===== config.mk =====
export PLATFORM = sky130hd
export DESIGN_NAME = piso_serializer
export DESIGN_NICKNAME = d
export VERILOG_FILES = /design/src/rtl/piso_pkg.sv /design/src/rtl/piso_serializer.sv
export SDC_FILE = /design/constraint.sdc
export NUM_CORES = 1
export LEC_CHECK = 0
export ABC_AREA = 1
export BUFFER_PORTS_ARGS = -buffer_cell sky130_fd_sc_hd__buf_2
export CAP_MARGIN = 20
export CORE_UTILIZATION = 49
export CTS_CLUSTER_DIAMETER = 120
export DETAILED_ROUTE_END_ITERATION = 8
export HOLD_SLACK_MARGIN = 0.03
export PLACE_DENSITY = 0.8
export SLEW_MARGIN = 15
export SYNTH_ARGS = -nofsm -noshare
export SYNTH_HDL_FRONTEND = slang
export SYNTH_SLANG_ARGS = --single-unit

===== constraint.sdc =====
create_clock -name clk -period 1.87 [get_ports clk]
set_input_delay 0.0935 -clock clk [delete_from_list [all_inputs] [get_ports clk]]
set_output_delay 0.0935 -clock clk [all_outputs]
set_load 0.02 [all_outputs]

===== src/rtl/piso_pkg.sv =====
// Shared types and helpers for the parallel-in/serial-out transmitter.
package piso_pkg;

  typedef enum logic {IDLE, SHIFT} piso_state_e;

  function automatic int unsigned cnt_w(input int unsigned data_width);
    return $clog2(data_width);
  endfunction

endpackage


===== src/rtl/piso_serializer.sv =====
// Parallel-in/serial-out transmitter: one bit per enabled cycle, back-to-back
// words without a gap, stall on en=0, synchronous flush.
module piso_serializer
  import piso_pkg::*;
#(
  parameter int unsigned SHIFT_LEFT = 1,
  parameter int unsigned DATA_WIDTH = 32
) (
  input  logic                  clk,
  input  logic                  rst_n,
  input  logic                  load_valid,
  output logic                  load_ready,
  input  logic [DATA_WIDTH-1:0] load_data,
  input  logic                  en,
  input  logic                  flush,
  output logic                  serial_out,
  output logic                  ser_we,
  output logic                  busy,
  output logic                  word_done
);

  localparam int unsigned   CW   = cnt_w(DATA_WIDTH);
  localparam logic [CW-1:0] LAST = CW'(DATA_WIDTH - 1);

  piso_state_e           state_q, state_d;
  logic [DATA_WIDTH-1:0] shift_q, shift_d;
  logic [CW-1:0]         bit_cnt, cnt_d;
  logic                  in_shift, last, step, load;

  always_comb begin
    in_shift   = (state_q == SHIFT);
    last       = (bit_cnt == LAST);
    step       = in_shift & en & ~flush;
    ser_we     = step;
    word_done  = step & last;
    busy       = in_shift;
    // flush gates ready in IDLE too, so a flushed cycle never reports an accept
    load_ready = ~flush & (~in_shift | (step & last));
    load       = load_valid & load_ready;
    serial_out = in_shift & ((SHIFT_LEFT != 0) ? shift_q[DATA_WIDTH-1] : shift_q[0]);

    state_d = state_q;
    shift_d = shift_q;
    cnt_d   = bit_cnt;
    if (flush) begin
      state_d = IDLE;
      shift_d = '0;
      cnt_d   = '0;
    end else if (load) begin
      state_d = SHIFT;
      shift_d = load_data;
      cnt_d   = '0;
    end else if (step) begin
      if (SHIFT_LEFT != 0) shift_d = {shift_q[DATA_WIDTH-2:0], 1'b0};
      else                 shift_d = {1'b0, shift_q[DATA_WIDTH-1:1]};
      if (last) begin
        state_d = IDLE;
        cnt_d   = '0;
      end else begin
        cnt_d = bit_cnt + CW'(1);
      end
    end
  end

  always_ff @(posedge clk or negedge rst_n) begin
    if (!rst_n) begin
      state_q <= IDLE;
      shift_q <= '0;
      bit_cnt <= '0;
    end else begin
      state_q <= state_d;
      shift_q <= shift_d;
      bit_cnt <= cnt_d;
    end
  end

endmodule


==> summary.txt <==
Finish
  • Cell area after layout: 2801 um^2
  • Share of layout cells above drive strength 1: between 20% and 30%
  • Fillers: 334
  • Ant diodes: 0
  • Most common library cell in the layout ignoring fill and taps: nand2_1
  • Most frequent cells in the layout: 116 x nand2_1, 71 x nand3_1, 40 x buf_2
  • Nets: 385
  • Area Growth Syn to Fin: 33.51%

Floorplanning
  • Die height: 67.44 um
  • Die ar.: 4548 um^2
  • Starting Density: 51.71%
  • Num rows: 23
  • Core Footprint: ~4000 um^2
  • IO Count: 42
  • Die X: 67.44 um

Timing
  • Least-Margin Pin Slew: just over 0.3 ns
  • Max Fclk: 525.9 MHz
  • Final hold violations: 0
  • Slew HR: 79.71%
  • Hold slack: 0.1222 ns
  • Skew final: between 0.009 and 0.01 ns
  • Worst setup slack after layout: -0.03146 ns
  • Setup Total Neg Slack: -0.4751 ns
  • Final setup viols: 27
  • Pins Over Slew Limit: 0
  • Clock period minus worst slack: around 1.9 ns
  • Final Cycle Share: 101.7%
  • RSZ-0062 raised after global routing: yes

Power
  • Leak pwr: roughly 1.6 nW
  • Power Dens Cells: 789.3 nW/um^2
  • Worst IR Drop VDD: ~0.00051 V

Routing
  • Post-DR vias/cell: 5.290
  • Mean routed wirelength per cell: 13.26 um
  • Final wirelength: 5.263 mm
  • Drt first-iter violations: around 130
  • Antenna viol nets, final: 0
  • DRC errors left: 0
  • Drt first pass iters: 4
  • Via count: 2,100

GRT
  • Total GRT Usage: 23.28%
  • Antenna violations before repair: 0
  • Number of global-route vias before repair: 1,723
  • Largest net degree at the start of global routing: 41
  • First-pass GRT wire length: 7.817 mm
  • GR Overflow Total: 0

Placed design
  • Post-DP Area: 2375 um^2
  • Port Buffer Count: 41
  • Hpwl dp: around 3 mm
  • Routability cong.: 0.8264

Clocking
  • CTS buffer count: 5
  • CTS Buffer Depth: 2
  • CTS H-tree lvls: 2
  • Worst-Skew Late Latency: 0.30 ns
  • CTS tree: done
  • Clk sinks: 38
  • CTS clk-pin slew, worst paths: 0.08 ns
  • Root buf cell: clkbuf_8

Synthesis
  • Synth cell types: 18
  • Synthesized area: 2098 um^2
  • Syn_nets: 332
  • Synthesized flop and latch total: 38
  • Register area share after synthesis: 45.32%
  • Synth Instances: 293
  • Synthesized area per cell: 7.161 um^2
  • Ys Warns: 0

Critical path
  • CP Class: flip-flop to flip-flop
  • CP startpoint kind: flip-flop
  • Worst EP arrival: 2.13 ns
  • CP max FO: 8
  • CP required: 2.10 ns
  • Crit. End Element: flip-flop

Worst hold path
  • Hold crit path type: primary input to flip-flop

Run status
  • Status: finished, violations left
  • Failing checks: setup timing

Run
  • Max Cap Viol: 0
worst paths after layout:
kind,from,end,slack [ns],cells after the start
max reg2reg,bit_cnt[1],shift_q[17],-0.03,12
min in group asynchronous,rst_n,bit_cnt[3],0.20,2
min reg2reg,shift_q[21],shift_q[21],0.51,2
max,bit_cnt[1],shift_q[17],-0.03,12
min,load_data[14],shift_q[14],0.12,5
max in group asynchronous,rst_n,shift_q[15],1.13,3
layout make-up:
type | count | area, um^2 | area share (%)
flip-flops and latches | 38 | 950.9 | 33.94
clock inverters | 2 | 60.06 | 2.144
well taps | 50 | 62.56 | 2.233
inverters | 5 | 18.77 | 0.6699
clock buffers | 6 | 82.58 | 2.948
repair buffers | 68 | 526.8 | 18.80
multi-input cells | 228 | 1100 | 39.26
metrics by stage:
step	worst slack [ns]	util, %	power [mW]	std cells
3_5_place_dp	-0.03536	58.53	1.247	376
4_1_cts	-0.004382	64.69	2.150	390
3_3_place_gp	0.08244	58.53	1.239	376
6_report	-0.03146	69.04	2.211	397
2_1_floorplan	0.04738	-	1.126	293
5_1_grt	-0.1264	69.04	2.314	397
kinds of logic after synthesis:
kind of cell | share of synthesized area (%)
buf+inv | 6.798
simple gates | 45.50
xor+xnor | 0.4175
flops | 45.32
compound gates | 0.7754
fa+ha+maj | 1.192
state kept, by name, indices dropped and copies added, names as in the netlist:
signal   count
busy         1
bit_cnt      5
shift_q     32
worst max-delay path, stage by stage (launching register included):
cell	delay, ns
dfrtp_1	0.36
ha_2	0.19
nand2_1	0.06
nor2_1	0.13
ha_2	0.22
nand4_4	0.10
nand2_4	0.15
nand2_8	0.08
a21oi_4	0.15
buf_6	0.14
clkbuf_16	0.14
nand2_1	0.05
nand2_1	0.05
synth_stat cells:
cell type    n  area (um^2)
nand3_1     71        355.3
nor2_1       6        22.52
nand4_2      1        12.51
xnor2_1      1        8.760
clkbuf_1     4        15.01
nand2_1    137        514.2
nand4_1      5        31.28
ha_1         2        25.02
a21oi_2      1        8.760
or2_1        1        6.260
dfrtp_1     38        950.9
buf_4        5        37.54
buf_2       12        60.06
nand2_2      2        12.51
inv_1        4        15.01
o21bai_1     1        7.510
inv_2        1        3.750
buf_6        1        11.26
repair_timing:
item | in CTS | in global routing
pin swaps | 1 | 7
hold buffers | 2 | 0
endpoints found under the setup margin | 32 | 32
gates resized for setup | 8 | 30
hold endpoints to repair | 25 | 0
gates cloned | 1 | 2
setup buffers | 3 | 6
report_power, final:
part | leakage, nW | internal (mW) | switching, mW
registers | 0.520 | 0.874 | 0.0336
clock network | 0.0714 | 0.569 | 0.311
logic | 1.00 | 0.182 | 0.241
total | 1.60 | 1.63 | 0.586
routing by layer:
layer  GRT usage, %  wire length (um)  part of all wire [%]  vias up
li1               -                 -                     -     1053
met1          31.79              2348                    45      976
met2          36.13              2538                    48       65
met3          5.743               327                   6.2        6
met4          7.447                48                  0.91        0
met5              0                 0                     0        -
No activity file was read; power rests on OpenSTA's default activity.
